==> src/rtl/fifo_uart_pkg.sv <==
// Shared types and constants for the FIFO-fed UART transmitter.
// FIFO_UART_TX_PARITY_EN adds the PARITY state (even parity, 11-bit frame).
package fifo_uart_pkg;

   localparam int DATA_W           = 8;
   localparam int CLKS_PER_BIT_DEF = 16;

   typedef enum logic [2:0] {
      IDLE,
      POP,
      LOAD,
      START,
      DATA,
`ifdef FIFO_UART_TX_PARITY_EN
      PARITY,
`endif
      STOP
   } state_t;

endpackage

==> src/rtl/uart_baud_cnt.sv <==
// Baud counter: tick marks the last cycle of each serial bit.
// clear restarts the count so the start bit is aligned to the frame.
module uart_baud_cnt #(
   parameter int CLKS_PER_BIT = 16
) (
   input  logic clk,
   input  logic rst,
   input  logic clear,
   output logic tick
);

   localparam int CNT_W = $clog2(CLKS_PER_BIT);
   localparam logic [CNT_W-1:0] LAST = CNT_W'(CLKS_PER_BIT - 1);

   logic [CNT_W-1:0] cnt_q, cnt_d;

   assign tick = (cnt_q == LAST);

   // NOTE: always_comb gives every output a value on every path, so no latch is inferred.
   always_comb begin
      cnt_d = cnt_q + 1'b1;
      if (clear || tick) cnt_d = '0;
   end

   // NOTE: sequential state uses non-blocking assignments only, so all flops update together.
   always_ff @(posedge clk or posedge rst) begin
      if (rst) cnt_q <= '0;
      else     cnt_q <= cnt_d;
   end

endmodule

==> src/rtl/fifo_uart_tx.sv <==
// UART transmitter that pops bytes from an upstream FIFO and sends 8N1 frames.
// Define FIFO_UART_TX_PARITY_EN for an even-parity bit (8E1).
module fifo_uart_tx
   import fifo_uart_pkg::*;
#(
   parameter int CLKS_PER_BIT = CLKS_PER_BIT_DEF
) (
   input  logic              clk,
   input  logic              rst,
   input  logic              tx_en,
   input  logic              fifo_empty,
   input  logic [DATA_W-1:0] fifo_dout,
   output logic              fifo_rd,
   output logic              tx,
   output logic              busy
);

   state_t            state_q, state_d;
   logic [DATA_W-1:0] shift_q, shift_d;
   logic [2:0]        idx_q, idx_d;
   logic              fifo_rd_q, fifo_rd_d;
   logic              tx_q, tx_d;
   logic              busy_q, busy_d;
   logic              baud_tick;
   logic              baud_clear;
`ifdef FIFO_UART_TX_PARITY_EN
   logic              parity_q, parity_d;
`endif

   assign baud_clear = (state_q == LOAD);

   uart_baud_cnt #(.CLKS_PER_BIT(CLKS_PER_BIT)) u_baud (
      .clk   (clk),
      .rst   (rst),
      .clear (baud_clear),
      .tick  (baud_tick)
   );

   always_comb begin
      state_d = state_q;
      shift_d = shift_q;
      idx_d   = idx_q;
`ifdef FIFO_UART_TX_PARITY_EN
      parity_d = parity_q;
`endif
      tx_d    = 1'b1;
      case (state_q)
         IDLE:  if (tx_en && !fifo_empty) state_d = POP;
         POP:   state_d = LOAD;
         LOAD: begin
            shift_d = fifo_dout;
            idx_d   = 3'd0;
`ifdef FIFO_UART_TX_PARITY_EN
            parity_d = ^fifo_dout;
`endif
            state_d = START;
         end
         START: begin
            tx_d = 1'b0;
            if (baud_tick) state_d = DATA;
         end
         DATA: begin
            tx_d = shift_q[0];
            if (baud_tick) begin
               shift_d = shift_q >> 1;
               idx_d   = idx_q + 3'd1;
`ifdef FIFO_UART_TX_PARITY_EN
               if (idx_q == 3'd7) state_d = PARITY;
`else
               if (idx_q == 3'd7) state_d = STOP;
`endif
            end
         end
`ifdef FIFO_UART_TX_PARITY_EN
         PARITY: begin
            tx_d = parity_q;
            if (baud_tick) state_d = STOP;
         end
`endif
         STOP:    if (baud_tick) state_d = IDLE;
         default: state_d = IDLE;
      endcase
      // busy also covers the cycle the last stop-bit sample is still on the line
      fifo_rd_d = (state_d == POP);
      busy_d    = (state_d != IDLE) || (state_q != IDLE);
   end

   always_ff @(posedge clk or posedge rst) begin
      if (rst) begin
         state_q   <= IDLE;
         shift_q   <= '0;
         idx_q     <= '0;
         fifo_rd_q <= 1'b0;
         tx_q      <= 1'b1;
         busy_q    <= 1'b0;
`ifdef FIFO_UART_TX_PARITY_EN
         parity_q  <= 1'b0;
`endif
      end else begin
         state_q   <= state_d;
         shift_q   <= shift_d;
         idx_q     <= idx_d;
         fifo_rd_q <= fifo_rd_d;
         tx_q      <= tx_d;
         busy_q    <= busy_d;
`ifdef FIFO_UART_TX_PARITY_EN
         parity_q  <= parity_d;
`endif
      end
   end

   assign fifo_rd = fifo_rd_q;
   assign tx      = tx_q;
   assign busy    = busy_q;

endmodule

==> config.mk <==
export PLATFORM = sky130hd
export DESIGN_NAME = fifo_uart_tx
export DESIGN_NICKNAME = d
export VERILOG_FILES = /design/src/rtl/fifo_uart_pkg.sv /design/src/rtl/uart_baud_cnt.sv /design/src/rtl/fifo_uart_tx.sv
export SDC_FILE = /design/constraint.sdc
export NUM_CORES = 1
export LEC_CHECK = 0
export ABC_AREA = 1
export BUFFER_PORTS_ARGS = -buffer_cell sky130_fd_sc_hd__buf_2
export CAP_MARGIN = 10
export CELL_PAD_IN_SITES_DETAIL_PLACEMENT = 1
export CELL_PAD_IN_SITES_GLOBAL_PLACEMENT = 2
export CORE_AREA = 2 2 61 63
export CTS_BUF_LIST = sky130_fd_sc_hd__clkbuf_8
export DETAILED_ROUTE_END_ITERATION = 10
export DIE_AREA = 0 0 63 65
export GPL_TIMING_DRIVEN = 0
export HOLD_SLACK_MARGIN = 0.15
export PLACE_DENSITY = 0.72
export SLEW_MARGIN = 10
export SYNTH_ARGS = -nofsm -noshare
export SYNTH_HDL_FRONTEND = slang
export SYNTH_SLANG_ARGS = --single-unit
export TNS_END_PERCENT = 50
==> constraint.sdc <==
create_clock -name clk -period 2.6 [get_ports clk]
set_clock_uncertainty 0.2 [all_clocks]
set_input_delay 0.65 -clock clk [delete_from_list [all_inputs] [get_ports clk]]
set_output_delay 0.65 -clock clk [all_outputs]
set_load 0.05 [all_outputs]
==> impl_metrics.py <==
metrics = {
    "finish": {
        "fin_area_mm2": 0.001184,
        "n_antenna_cell": 0,
        "area_growth_pct": 17.37,
        "drive_gt1_frac": 0.1852,
        "final_nets": 151,
        "fin_cells": 183,
    },
    "sta": {
        "fmax_mhz": 534.2,
        "setup_slack_ns": 0.7282,
        "relSlewSlack": 0.4648,
        "fin_setup_tns_ns": 0,
        "finalMaxSlewViolations": 0,
        "worstMarginPinSlew_ns": 0.8019,
        "final_hold_viol_count": 0,
        "layout_min_cycle_time_ns": 1.872,
        "period_share": 0.7199,
        "setup_viol": 0,
        "rsz0062_at_grt": "no",
    },
    "clock_network": {
        "post-cts-setup-buffers": 0,
        "insertion_delay_ns": 0.26,
        "cts_resized": 0,
        "clockRootBuffer": "clkbuf_8",
        "cts_hold_buf": 0,
        "htree_num_levels": 1,
        "clkSinkCount": 21,
        "cts_made_buffers": 3,
        "clk_path_buf_depth": 2,
        "clk_pin_slew_worst_paths_ns": 0.08,
        "tritoncts": "done",
    },
    "power": {
        "p_leak_nw": 0.6222,
        "powerDensity_mw_per_mm2": 486.1,
        "p_int_mw": 0.4486,
        "clkPwrFrac": 0.370,
        "p_seq_frac": 0.581,
        "swShare": 0.2202,
        "p_switching_mw": 0.1267,
        "ir_drop_v": 0.0001962,
        "p_comb_frac": 0.048,
    },
    "critical_path": {
        "cpMaxStageDelayCell": "dfstp_2",
        "slowest_delay_ns": 0.52,
        "path_max_fanout": 1,
        "worstSetupEndpointType": "output pin",
        "worstPathRequired_ns": 1.75,
        "cp_top_family": "flip-flops",
        "start_kind": "register",
        "worstPathCellList": "buf_2",
        "worstSetupPathType": "register to output pin",
        "path_buf_inv": 1,
        "crit_arrival_ns": 1.02,
    },
    "floorplanning": {
        "fp.dieArea_mm2": 0.004095,
        "initial_core_util": 0.2885,
        "die_x_um": 63,
        "coreArea_mm2": 0.003496,
        "ios": 15,
        "die_y_um": 65,
        "rows": 22,
    },
    "synthesis": {
        "synth.net_count": 132,
        "yosysWarningCount": 0,
        "ys_types": 18,
        "synth_area_per_cell_um2": 8.619,
        "synthCells": 117,
        "synth_seq_area_share": 0.5223,
        "synth-seq-cells": 21,
        "syn_area_mm2": 0.001008,
    },
    "drt": {
        "viasPerCell": 4.246,
        "antenna_left": 0,
        "dr.pass1.iters": 3,
        "drt-initial-drc-count": 24,
        "wl_um": 1944,
        "wl_per_cell_um": 10.62,
        "vias": 777,
        "drc_errors": 0,
    },
    "flow_run": {
        "maxCapViolations": 0,
    },
    "run_status": {
        "status": "complete, no violations",
    },
    "placement": {
        "place_congestion": 0.6854,
        "dp_hpwl_um": 1448,
        "place_ws_ns": 0.8959,
        "port_buffers": 14,
        "dp_cells": 179,
        "dpl_cell_area_mm2": 0.001139,
    },
    "global_routing": {
        "grt_use_total": 0.1158,
        "grt_pass1_wl_um": 3684,
        "first_global_vias": 806,
        "antenna_found_initial": 0,
        "grt_max_degree": 22,
        "grt_overflow_total": 0,
    },
    "min_path": {
        "hp-class": "register to register",
    },
}
power by group through the flow:
stage          Sequential (mW)  Clock, mW  Combinational, mW
2_1_floorplan            0.344          0             0.0134
3_3_place_gp             0.341          0             0.0285
3_5_place_dp             0.341          0             0.0288
4_1_cts                  0.335      0.222             0.0292
5_1_grt                  0.335      0.242             0.0329
6_report                 0.334      0.213             0.0278
cell families after synthesis:
group,synth area share
adders and majority gates,0.03722
buffers and inverters,0.09677
DFF,0.5223
and+or+nand+nor,0.2258
AOI/OAI and AO/OA,0.1005
xor gates and xnor gates,0.01737
metal layers:
| metal | up-vias | GRT usage | wire, µm |
|---|---|---|---|
| li1 | 397 | - | - |
| met1 | 369 | 0.1441 | 959 |
| met2 | 9 | 0.1862 | 905 |
| met3 | 2 | 0.02431 | 50 |
| met4 | 0 | 0.06667 | 27 |
| met5 | - | 0 | 0 |
state kept, by name (all words and copies together) (netlist names):
name          cells
busy              1
fifo_rd           1
idx_q             3
shift_q           8
state_q           3
tx                1
u_baud.cnt_q      4
cell usage in the layout, fill, tap and decap left out:
cell	instances
ha_1	3
nand2_1	30
xor2_1	1
nand3_1	5
a21oi_1	2
nor2_1	11
dfstp_2	1
nand3_2	2
nand4_1	1
nand2_4	1
buf_6	2
o21ai_0	14
o21ai_1	1
nor2_4	1
dfrtp_1	20
xnor2_1	1
o21ai_4	1
buf_2	14
inv_1	21
clkbuf_8	3
per-stage QoR:
stage	hold slack (ns)	util	power [mW]
floorplan	0.2316	-	0.3572
global placement	0.2455	0.3257	0.3694
detailed placement	0.2598	0.3257	0.3700
CTS	0.2711	0.3386	0.5861
global route	0.3056	0.3386	0.6096
finish	0.2685	0.3386	0.5753
worst paths after layout:
| kind | start | endpoint | slack (ns) | cells past startpoint |
|---|---|---|---|---|
| setup / recovery | tx$_DFF_PP1_ | tx | 0.73 | 1 |
| setup reg to reg | u_baud.cnt_q[0]$_DFF_PP0_ | shift_q[0]$_DFFE_PP0P_ | 0.91 | 6 |
| max in group asynchronous | rst | u_baud.cnt_q[2]$_DFF_PP0_ | 1.37 | 2 |
| hold / removal | u_baud.cnt_q[0]$_DFF_PP0_ | u_baud.cnt_q[0]$_DFF_PP0_ | 0.27 | 1 |
| hold reg to reg | u_baud.cnt_q[0]$_DFF_PP0_ | u_baud.cnt_q[0]$_DFF_PP0_ | 0.27 | 1 |
| min in group asynchronous | rst | shift_q[2]$_DFFE_PP0P_ | 0.33 | 2 |
area by class of cell:
cell class | instances | area, µm²
well taps | 48 | 60.06
clock buffers | 3 | 41.29
clock inverters | 1 | 3.754
plain buffers | 2 | 22.52
repair buffers | 14 | 70.07
inverters | 20 | 75.07
fillers | 451 | 2312
flip-flops and latches | 21 | 526.8
multi-input cells | 74 | 384.1
cell usage after synthesis:
cell	count	share of area
nand2_1	30	0.11
dfrtp_1	20	0.50
inv_1	20	0.074
o21ai_0	14	0.069
nor2_1	11	0.041
nand3_1	5	0.025
ha_1	3	0.037
a21oi_1	2	0.0099
buf_6	2	0.022
nand3_2	2	0.020
dfstp_2	1	0.026
nand2_4	1	0.011
nand4_1	1	0.0062
nor2_4	1	0.011
o21ai_1	1	0.0050
o21ai_4	1	0.016
xnor2_1	1	0.0087
xor2_1	1	0.0087
(Power assumes the default switching activity.)
